File: src/rtl/branch_cmp_pipe.sv
// branch_cmp_pipe: pipelined conditional-branch resolver.
// Compares two WIDTH-bit operands (signed or unsigned) or one operand against
// zero, and registers the taken/not-taken result after 1 or 2 stages.
// Saturating counters track how many results retired and how many were taken.
//
// Handshake: an entry is accepted on a clk edge with in_valid=1, stall=0,
// flush=0. A result is retired on a clk edge with out_valid=1 and stall=0.
// That includes an edge where flush=1. stall freezes every stage register.
// flush clears every valid bit and wins over both stall and in_valid.
module branch_cmp_pipe #(
    parameter int WIDTH  = 32,
    parameter int STAGES = 1,
    parameter int CNT_W  = 16
) (
    input  logic             clk,
    input  logic             rst_n,
    input  logic             in_valid,
    input  logic             stall,
    input  logic             flush,
    input  logic [WIDTH-1:0] A,
    input  logic [WIDTH-1:0] B,
    input  logic [3:0]       Op,
    input  logic             Uns,
    input  logic             cnt_clr,
    output logic             out_valid,
    output logic             Br,
    output logic [CNT_W-1:0] eval_cnt,
    output logic [CNT_W-1:0] taken_cnt
);

    localparam logic [CNT_W-1:0] CNT_ONE = {{(CNT_W-1){1'b0}}, 1'b1};
    localparam logic [CNT_W-1:0] CNT_MAX = {CNT_W{1'b1}};

    // Compare-code encodings
    localparam logic [3:0] OP_LT  = 4'b0001;
    localparam logic [3:0] OP_LE  = 4'b0010;
    localparam logic [3:0] OP_EQ  = 4'b0011;
    localparam logic [3:0] OP_NE  = 4'b0100;
    localparam logic [3:0] OP_GE  = 4'b0101;
    localparam logic [3:0] OP_GT  = 4'b0110;
    localparam logic [3:0] OP_LTZ = 4'b0111;
    localparam logic [3:0] OP_GEZ = 4'b1000;
    localparam logic [3:0] OP_LEZ = 4'b1001;
    localparam logic [3:0] OP_GTZ = 4'b1010;

    // Turn the raw compare flags into a taken decision. The zero forms use
    // only the A sign bit and A==0, so they are always signed.
    function automatic logic resolve(
        input logic       eq,
        input logic       slt,
        input logic       ult,
        input logic       sign,
        input logic       zero,
        input logic [3:0] op,
        input logic       uns
    );
        logic lt;
        lt = uns ? ult : slt;
        case (op)
            OP_LT:   resolve = lt;
            OP_LE:   resolve = lt | eq;
            OP_EQ:   resolve = eq;
            OP_NE:   resolve = ~eq;
            OP_GE:   resolve = ~lt;
            OP_GT:   resolve = ~(lt | eq);
            OP_LTZ:  resolve = sign;
            OP_GEZ:  resolve = ~sign;
            OP_LEZ:  resolve = sign | zero;
            OP_GTZ:  resolve = ~(sign | zero);
            default: resolve = 1'b0;
        endcase
    endfunction

    // Raw compare flags from the incoming operands
    logic w_eq, w_slt, w_ult, w_sign, w_zero;
    assign w_eq   = (A == B);
    assign w_slt  = ($signed(A) < $signed(B));
    assign w_ult  = (A < B);
    assign w_sign = A[WIDTH-1];
    assign w_zero = (A == '0);

    logic r_out_valid;
    logic r_br;
    logic [CNT_W-1:0] r_eval_cnt;
    logic [CNT_W-1:0] r_taken_cnt;
    logic w_retire;

    assign w_retire = r_out_valid & ~stall;

    generate
        if (STAGES == 1) begin : g_one
            // Single stage: resolve straight from the operands into the output register
            always_ff @(posedge clk) begin
                if (!rst_n) begin
                    r_out_valid <= 1'b0;
                    r_br        <= 1'b0;
                end else if (flush) begin
                    r_out_valid <= 1'b0;
                    r_br        <= 1'b0;
                end else if (!stall) begin
                    r_out_valid <= in_valid;
                    r_br        <= in_valid &
                                   resolve(w_eq, w_slt, w_ult, w_sign, w_zero, Op, Uns);
                end
            end
        end else if (STAGES == 2) begin : g_two
            logic       r_s1_valid;
            logic       r_s1_eq;
            logic       r_s1_slt;
            logic       r_s1_ult;
            logic       r_s1_sign;
            logic       r_s1_zero;
            logic [3:0] r_s1_op;
            logic       r_s1_uns;

            // Valid bits for both stages plus the resolved output
            always_ff @(posedge clk) begin
                if (!rst_n) begin
                    r_s1_valid  <= 1'b0;
                    r_out_valid <= 1'b0;
                    r_br        <= 1'b0;
                end else if (flush) begin
                    r_s1_valid  <= 1'b0;
                    r_out_valid <= 1'b0;
                    r_br        <= 1'b0;
                end else if (!stall) begin
                    r_s1_valid  <= in_valid;
                    r_out_valid <= r_s1_valid;
                    r_br        <= r_s1_valid &
                                   resolve(r_s1_eq, r_s1_slt, r_s1_ult, r_s1_sign,
                                           r_s1_zero, r_s1_op, r_s1_uns);
                end
            end

            // Stage-1 flag payload; its value is irrelevant while r_s1_valid=0
            always_ff @(posedge clk) begin
                if (!stall) begin
                    r_s1_eq   <= w_eq;
                    r_s1_slt  <= w_slt;
                    r_s1_ult  <= w_ult;
                    r_s1_sign <= w_sign;
                    r_s1_zero <= w_zero;
                    r_s1_op   <= Op;
                    r_s1_uns  <= Uns;
                end
            end
        end else begin : g_bad
            $error("branch_cmp_pipe: STAGES must be 1 or 2");
        end
    endgenerate

    // Saturating performance counters; clear wins over a same-edge retire
    always_ff @(posedge clk) begin
        if (!rst_n) begin
            r_eval_cnt  <= '0;
            r_taken_cnt <= '0;
        end else if (cnt_clr) begin
            r_eval_cnt  <= '0;
            r_taken_cnt <= '0;
        end else if (w_retire) begin
            if (r_eval_cnt != CNT_MAX) begin
                r_eval_cnt <= r_eval_cnt + CNT_ONE;
            end
            if (r_br && (r_taken_cnt != CNT_MAX)) begin
                r_taken_cnt <= r_taken_cnt + CNT_ONE;
            end
        end
    end

    assign out_valid = r_out_valid;
    assign Br        = r_br;
    assign eval_cnt  = r_eval_cnt;
    assign taken_cnt = r_taken_cnt;

endmodule

File: config.mk
export PLATFORM = sky130hd
export DESIGN_NAME = branch_cmp_pipe
export DESIGN_NICKNAME = d
export VERILOG_FILES = /design/src/rtl/branch_cmp_pipe.sv
export SDC_FILE = /design/constraint.sdc
export NUM_CORES = 1
export LEC_CHECK = 0
export ABC_AREA = 1
export ABC_CLOCK_PERIOD_IN_PS = 3600
export BUFFER_PORTS_ARGS = -buffer_cell sky130_fd_sc_hd__buf_2
export CAP_MARGIN = 40
export CORE_MARGIN = 2
export CORE_UTILIZATION = 49
export CTS_CLUSTER_DIAMETER = 80
export DETAILED_ROUTE_END_ITERATION = 10
export PLACE_DENSITY = 0.9
export SLEW_MARGIN = 20
export SYNTH_ARGS = -nofsm -noshare
export SYNTH_HDL_FRONTEND = slang
export SYNTH_SLANG_ARGS = --single-unit
File: constraint.sdc
create_clock -name clk -period 3.6 [get_ports clk]
set_clock_uncertainty 0.05 [all_clocks]
set_input_delay 0.72 -clock clk [delete_from_list [all_inputs] [get_ports clk]]
set_output_delay 0.72 -clock clk [all_outputs]
set_load 0.005 [all_outputs]
# Yosys cells after proc, flatten, opt, wreduce, memory -nomap -nowiden
# Cells that the tools add are included.
dict set report totals {
  wordCells 43
  register_bits 34
  output_inout_bits 34
  in_bits 75
}
dict set report classes {
  n_eq_ne 13
  n_mux 5
  bitwise 11
  add_sub_neg 2
  n_lt_le_gt_ge 2
  n_reduce_logical 6
}
# operator count
set ops {}
lappend ops {{less-than comparator 32 bit} 2}
lappend ops {{adder 16 x 1 -> 16 bit, second input constant} 2}
lappend ops {{equality test 32 bit} 1}
lappend ops {{logical NOT 32 bit} 1}
lappend ops {{!= test 16 bit, second input constant} 2}
lappend ops {{equality test 4 x 3 -> 1 bit, second input constant} 4}
lappend ops {{equality test 4 bit, second input constant} 3}
lappend ops {{case mux 1 bit (10 select lines)} 1}
lappend ops {{equality test 4 x 2 -> 1 bit, second input constant} 2}
lappend ops {{NOT 1 bit} 7}
lappend ops {{equality test 4 x 1 -> 1 bit, second input constant} 1}
lappend ops {{two-way mux 1 bit} 4}
lappend ops {{AND reduction 2 bit} 2}
lappend ops {{OR reduction 2 bit} 2}
lappend ops {{AND 1 bit} 2}
lappend ops {{bitwise OR 1 bit} 2}
lappend ops {{logical AND 1 bit} 1}

# Depth between registers and ports, before layout
# Gate-level depths: netlist (run 1).
dict set report logic_depth {
  ltp_word 9
  mapped_depth 20
  mapped_depth_nobuf 20
}

# Worst setup path before layout (run 1)
# Ideal clock, no wire load.
dict set report synth_timing {
  kind {input-to-reg}
  start {input B[31]}
  end {register r_br, in the netlist Br}
  setup_slack_ns 1.404
  t_required_ns 3.434
  setup_time_ns 0.116
  stages 17
  path_buffers 0
  t_arrival_ns 2.030
  cell_sequence {inv_1 ha_1 nand2_1 nor2_1 nand2_1 nor2_1 nand2_1 nand2_1 nand2_1 nand2_1 nand2_1 nor2_1 nand2_1 nor2_1 nand2_1 nand2_1 a21oi_1}
}
dict set report synth_via {
  elab_chain_len 9
  elab_cells_between_ends 13
  cone_classes {order compare: 2; eq/ne: 1; mux: 5; bitwise: 5}
}
# item line_no
set synth_lines {}
lappend synth_lines {{from (decl)} 21} ;# input logic [WIDTH-1:0] B,
lappend synth_lines {{less-than comparator 32 bit, on equally long branches} {77, 78}}
lappend synth_lines {{two-way mux 1 bit} 58} ;# lt = uns ? ult : slt;
lappend synth_lines {{bitwise OR 1 bit} {61, 65}}
lappend synth_lines {{NOT 1 bit} 65} ;# OP_GT: resolve = ~(lt | eq);
lappend synth_lines {{case mux 1 bit (10 select lines) *} 59} ;# case (op)
lappend synth_lines {{two-way mux 1 bit *} 100} ;# end else if (!stall) begin
lappend synth_lines {{two-way mux 1 bit *} 97} ;# end else if (flush) begin
lappend synth_lines {{two-way mux 1 bit *} 94} ;# if (!rst_n) begin
lappend synth_lines {{AND 1 bit *} 102} ;# r_br <= in_valid &
lappend synth_lines {{to (signal assigned)} 102}
lappend synth_lines {{to (decl)} 83} ;# logic r_br;
# Every way passes the cells marked *; elsewhere a longest branch is shown, timed or not. The select of a mux whose other input is x is not followed.
# A chain may end at the register's enable or synchronous reset.

# Final worst setup path (run 1)
dict set report layout_timing {
  start {input A[31]}
  end {register r_br, in the netlist Br}
}
dict set report layout_via {
  elab_chain_len 9
  elab_cells_between_ends 17
  cone_classes {order compare: 2; eq/ne: 1; mux: 5; bitwise: 8; reduce/logical: 1}
}
# item line_no
set layout_lines {}
lappend layout_lines {{from (decl)} 20} ;# input logic [WIDTH-1:0] A,
lappend layout_lines {{less-than comparator 32 bit, on equally long branches} {77, 78}}
lappend layout_lines {{two-way mux 1 bit} 58}
lappend layout_lines {{bitwise OR 1 bit} {61, 65}}
lappend layout_lines {{NOT 1 bit} 65}
lappend layout_lines {{case mux 1 bit (10 select lines) *} 59}
lappend layout_lines {{two-way mux 1 bit *} 100}
lappend layout_lines {{two-way mux 1 bit *} 97}
lappend layout_lines {{two-way mux 1 bit *} 94}
lappend layout_lines {{AND 1 bit *} 102}
# Marks and branches as above.

==> impl_metrics.tcl, run 1 <==
set metrics [dict create \
    cts_buffer_depth 2 \
    clk_pin_slew_worst_paths_ps 70 \
    wl_met1_um 2820 \
    p_per_area_mw_per_mm2 235 \
    drc_errors 0 \
    period_share_pct 60.6 \
    syn_nets 542 \
    routed_via_density 5.02 \
    grtUsageTotal_pct 22.8 \
    path_class "input port to flop" \
    dp_hpwl_um 5860 \
    die_h_um 79.8 \
    cts_buffers 5 \
    cts_setup_buffers 0 \
    yosysSeqAreaShare_pct 24.2 \
    layout.nets 656 \
    io_pins 109 \
    vias 3104 \
    post_cts_resize_count 0 \
    drt_iter0_drc 138 \
    finalWorstSetupSlack_ps 1420 \
    n_antenna_cell 0 \
    worstReg2RegEnd "eval_cnt[15]$_SDFFE_PP0P_" \
    startpoint_type "input port" \
    design.core.area_mm2 0.00554 \
    n_fill_cell 509 \
    critPathMostFrequentCell "nand2_1" \
    grt_pass1_vias 3042 \
    finalMaxSlewViolations 0 \
    crit_start "A[31]" \
    multi_input_area_mm2 0.00181 \
    drv_cap 0 \
    worst_path_max_delay_cell "ha_1" \
    reg2reg_depth 11 \
    cp_cell_sequence "buf_2 -> ha_1 -> nand2_1 -> nor2_1 -> nand2_1 -> nor2_1 -> nand2_1 -> o21ai_0 -> inv_1 -> nand2_1 -> nor2_1 -> nand2_1 -> nor2_1 -> nand2_1 -> nand2_1 -> a21oi_1" \
    hold_viol 0 \
    cts_tree "done" \
    rows 27 \
    gp_congestion 0.911 \
    fmax_mhz 459 \
    hold_class "flop to flop" \
    insertion_delay_ps 280 \
    postSynthCellCount 433 \
    cp_max_fo 4 \
    worst_ep_required_time_ps 3760 \
    grt_pass1_wl_um 12000 \
    grt_max_degree 24 \
    dr_wl_met2_um 3540 \
    peakVddDrop_mv 0.129 \
    h-tree-depth 2 \
    syn_avg_cell_area_um2 6.50 \
    start_util_pct 50.8 \
    synth_area_mm2 0.00282 \
    placement.io_buffers 108 \
    drt_first_pass_iters 5 \
    wl_met3_um 313 \
    regArea_um2 681 \
    report.final.setup_viol 0 \
    r2r_slack_ps 1620 \
    cp-endpoint "Br$_SDFFE_PP0N_" \
    cts_sinks 34 \
    highest_layer "met4" \
    wl_per_cell_um 11.0 \
    overflow 0 \
    ys_warn_count 0 \
    slew_headroom_pct 78.6 \
    area_growth_pct 25.3 \
    cts_root_buf "clkbuf_8" \
    slowest_delay_ps 310 \
    min_period_ps 2180 \
    antenna_found_initial 0 \
    regToRegStartpoint "eval_cnt[0]$_SDFFE_PP0P_" \
    post_synth_num_cell_types 39 \
    die_w_um 79.8 \
    hold_buffers 0 \
    rsz0062_at_grt "no" \
    arrival_ps 2340 \
    routed_wl_um 6800 \
    detailedPlace.worstSlack_ps 1110 \
    worstMarginPinSlew_ps 319 \
    drive_above_1_share_pct 26.0 \
    ys_ff_latch 34 \
    worstSetupEndpointType "flop" \
    die-area_mm2 0.00637 \
    status "completed" \
    p_leak_nw 1.89 \
    ant_nets 0 \
    finalSetupTns_ps 0 \
]
[cells in the mapped netlist, drive strengths merged]
library cell	number	share of area [%]
a211oi	2	0.53
a21o	1	0.27
a21oi	38	7.0
a31oi	1	0.22
and3	1	0.22
clkbuf	2	0.27
clkinv	1	0.13
dfxtp	34	24
ha	34	15
inv	82	11
nand2	100	14
nand3	17	4.6
nand4	11	3.2
nor2	68	9.4
nor3	6	1.4
nor3b	1	0.44
nor4	1	0.22
o21a	6	1.6
o21ai	20	4.0
o21ba	1	0.36
o21bai	1	0.27
or2	1	0.22
xnor2	1	0.31
xor2	3	0.93
[metal layers]
metal  track usage (%)  vias up
met5                 0        -
met4              7.63        0
met3              3.62       14
met2              43.6       97
met1              25.4     1386
li1                  -     1607
[flip-flops by register name (all words and copies together) (netlist names)]
| register | flops |
|---|---|
| eval_cnt | 16 |
| taken_cnt | 16 |
| Br | 1 |
| out_valid | 1 |
[worst min-delay path by stage]
stage	to	slack (ps)	from	cells after the start
2_1_floorplan	Br$_SDFFE_PP0N_	410	Br$_SDFFE_PP0N_	2
3_3_place_gp	Br$_SDFFE_PP0N_	410	Br$_SDFFE_PP0N_	2
3_5_place_dp	Br$_SDFFE_PP0N_	430	Br$_SDFFE_PP0N_	2
4_1_cts	Br$_SDFFE_PP0N_	430	Br$_SDFFE_PP0N_	2
5_1_grt	Br$_SDFFE_PP0N_	440	Br$_SDFFE_PP0N_	2
6_report	Br$_SDFFE_PP0N_	430	Br$_SDFFE_PP0N_	2
[logic make-up (layout without fill, tap and decap cells)]
family	count (synthesis)	after routing	share of synthesized area (%)
AO/OA/AOI/OAI	70	70	14.2
XOR/XNOR	4	4	1.24
adder cells (fa/ha/maj)	34	34	15.1
buffers and inverters	85	198	11.6
flip-flops	34	34	24.2
AND/OR/NAND/NOR	206	206	33.6
[where the power goes]
group / total (mW) / internal [mW] / switching [mW] / leakage, nW
Sequential: 0.378 / 0.377 / 0.000711 / 0.274
Clock: 0.275 / 0.147 / 0.128 / 0.0431
Combinational: 0.177 / 0.0813 / 0.0962 / 1.58
[through the flow]
step | utilization [%] | area (µm²) | instances | hold WS [ps] | power [mW]
after floorplan | - | 2820 | 433 | 411 | 0.489
after global placement | 62.2 | 3450 | 612 | 410 | 0.555
after detailed placement | 62.2 | 3450 | 612 | 426 | 0.563
after CTS | 63.7 | 3530 | 618 | 435 | 0.836
after global routing | 63.7 | 3530 | 618 | 444 | 0.883
final | 63.7 | 3530 | 618 | 430 | 0.831
[cell type report]
| type | instances | share of cell area (%) |
|---|---|---|
| multi-input combinational | 314 | 51.2 |
| sequential | 34 | 19.3 |
| timing repair buffer | 109 | 15.5 |
| inverter | 83 | 9.04 |
| tap | 72 | 2.55 |
| clock buffer | 6 | 2.34 |
[layout by cell type, fill, tap and decap left out, types with 6 or more instances in the layout]
cell,n
dfxtp_1,34
buf_2,108
o21a_1,6
a21oi_1,36
o21ai_0,16
nand4_1,9
inv_1,76
nand3_1,11
ha_1,34
nor2_1,66
nand2_1,96
clkbuf_8,6
[worst max-delay path: cells and delay by family]
kind	cells	cell delay (ps)
AO/OA/AOI/OAI	2	300
adder cells (fa/ha/maj)	1	310
buffers and inverters	2	170
AND/OR/NAND/NOR	11	830
No activity file was read; power rests on OpenSTA's default activity.
==> run 2: changes to the inputs <==
Settings changed: ABC_CLOCK_PERIOD_IN_PS 3600 to 1900, CORE_UTILIZATION 49 to 45, PLACE_DENSITY 0.9 to 0.88.
Clock period 3.6 ns to 1.9 ns, I/O delays scaled along.
==> run 2 against run 1 <==
Count of clock-buffer cells in the layout up 1. Combinational power rose to 2.6 times the previous value. Clock power increased by 100%. Wire length is 13% higher. Flip-flop and latch count is the same. Critical path depth is 1 higher. Non-clock buffer count rose by 14. Sequential power increased by 89%. Highest routed layer unchanged.
==> impl_metrics.tcl, run 2 (synthesis gave the netlist of run 1 again) <==
set metrics [dict create \
    status "completed" \
    drive_above_1_share_pct 37.0 \
    worstMarginPinSlew_ps 373 \
    worstReg2RegEnd "eval_cnt[15]$_SDFFE_PP0P_" \
    cts_root_buf "clkbuf_8" \
    final_common_cell "buf_2" \
    rsz0062_at_grt "yes" \
    antenna_found_initial 0 \
    stdcell_count 637 \
    routed_wl_um 7690 \
    grt_max_degree 14 \
    report.final.setup_viol 0 \
    p_per_area_mw_per_mm2 428 \
    design.core.area_mm2 0.00599 \
    cts_tree "done" \
    area_growth_pct 43.2 \
    start_util_pct 47.0 \
    path_class "input port to flop" \
    cts_sinks 34 \
    layout.nets 670 \
    startpoint_type "input port" \
    grt_pass1_wl_um 11900 \
    worst_path_max_delay_cell "ha_4" \
    cp-endpoint "Br$_SDFFE_PP0N_" \
    worstSetupEndpointType "flop" \
    holdWs_ps 299 \
    ant_nets 0 \
    die_h_um 83.1 \
    hold_class "input port to flop" \
    min_period_ps 1790 \
    gp_congestion 0.857 \
    crit_family "simple AND/OR/NAND/NOR gates" \
    placed_cells 626 \
    critPathMostFrequentCell "nand2_1" \
    overflow 0 \
    r2r_slack_ps 110 \
    cp_max_fo 3 \
    finalWorstSetupSlack_ps 109 \
    cts_buffers 5 \
    finalMaxSlewViolations 0 \
    cts_buffer_depth 2 \
    die_w_um 83.1 \
    insertion_delay_ps 280 \
    cp_cell_sequence "buf_6 -> ha_4 -> nand2_4 -> nor2_4 -> nand4_1 -> nor2_4 -> nand2_2 -> nand2_1 -> nand2_1 -> nand2_1 -> nand2_1 -> nor2_1 -> nand2_1 -> nor2_1 -> nand2_1 -> nand2_1 -> a21oi_1" \
    post-route-util_pct 67.3 \
    vias 3179 \
    peakVddDrop_mv 0.321 \
    most-common-layout-cells "buf_2, nand2_1, inv_1, nor2_1, a21oi_1" \
    final_cell_area_mm2 0.00403 \
    grtUsageTotal_pct 20.1 \
    n_antenna_cell 0 \
    hold_buffers 0 \
    worst_ep_required_time_ps 2030 \
    p_leak_nw 2.04 \
    place_area_mm2 0.00353 \
    reg2reg_depth 11 \
    drv_cap 0 \
    fmax_mhz 558 \
    arrival_ps 1920 \
    routed_via_density 4.99 \
    regToRegStartpoint "eval_cnt[1]$_SDFFE_PP0P_" \
    die-area_mm2 0.00690 \
    wl_per_cell_um 12.1 \
    drt_iter0_drc 102 \
    cp.depth 17 \
    rows 28 \
    slowest_delay_ps 270 \
    period_share_pct 94.2 \
    crit_buf_inv 1 \
    finalSetupTns_ps 0 \
    slew_headroom_pct 75.0 \
    placement.io_buffers 108 \
    grt_pass1_vias 2986 \
    hold_viol 0 \
    detailedPlace.worstSlack_ps -249 \
    drt_first_pass_iters 5 \
    clk_pin_slew_worst_paths_ps 70 \
    h-tree-depth 2 \
    p_total_mw 1.72 \
    dp_hpwl_um 5780 \
    io_pins 109 \
    drc_errors 0 \
    crit_start "A[4]" \
]
run 2: worst min path at each step:
stage | cells after the start | slack [ps] | start | endpoint
6_report | 3 | 300 | flush | out_valid$_SDFFE_PP0N_
5_1_grt | 3 | 300 | flush | Br$_SDFFE_PP0N_
4_1_cts | 3 | 290 | flush | Br$_SDFFE_PP0N_
3_5_place_dp | 2 | 420 | Br$_SDFFE_PP0N_ | Br$_SDFFE_PP0N_
3_3_place_gp | 2 | 410 | taken_cnt[15]$_SDFFE_PP0P_ | taken_cnt[15]$_SDFFE_PP0P_
2_1_floorplan | 2 | 410 | Br$_SDFFE_PP0N_ | Br$_SDFFE_PP0N_
run 2: power by group:
group          switching, mW  internal [mW]  total, mW
Clock                  0.261          0.292      0.553
Sequential           0.00141          0.713      0.714
Combinational          0.232          0.225      0.457
run 2: area by class of cell:
class / instances / area, µm²
clock buffer: 7 / 86.3
clock inverter: 1 / 5.00
fill: 515 / 1960
inverter: 83 / 319
multi-input combinational: 314 / 2110
sequential: 34 / 689
tap: 75 / 93.8
timing repair buffer: 123 / 728
run 2: tightest hold or removal path: cells and delay by family:
kind            cells  cell delay, ps
simple gates        1             100
compound gates      1              30
buf+inv             1              70
run 2: repair_timing:
item,in CTS,in global routing
pin swaps,1,28
setup buffers,0,3
setup endpoints to repair,1,12
resized for setup,2,75
run 2: layer usage:
metal	GRT usage (%)	vias to the layer above	part of all wire [%]
met3	4.57	13	5.2
met5	0	-	0
met2	37.5	103	54
li1	-	1641	-
met1	23.3	1422	39
met4	4.17	0	1.6
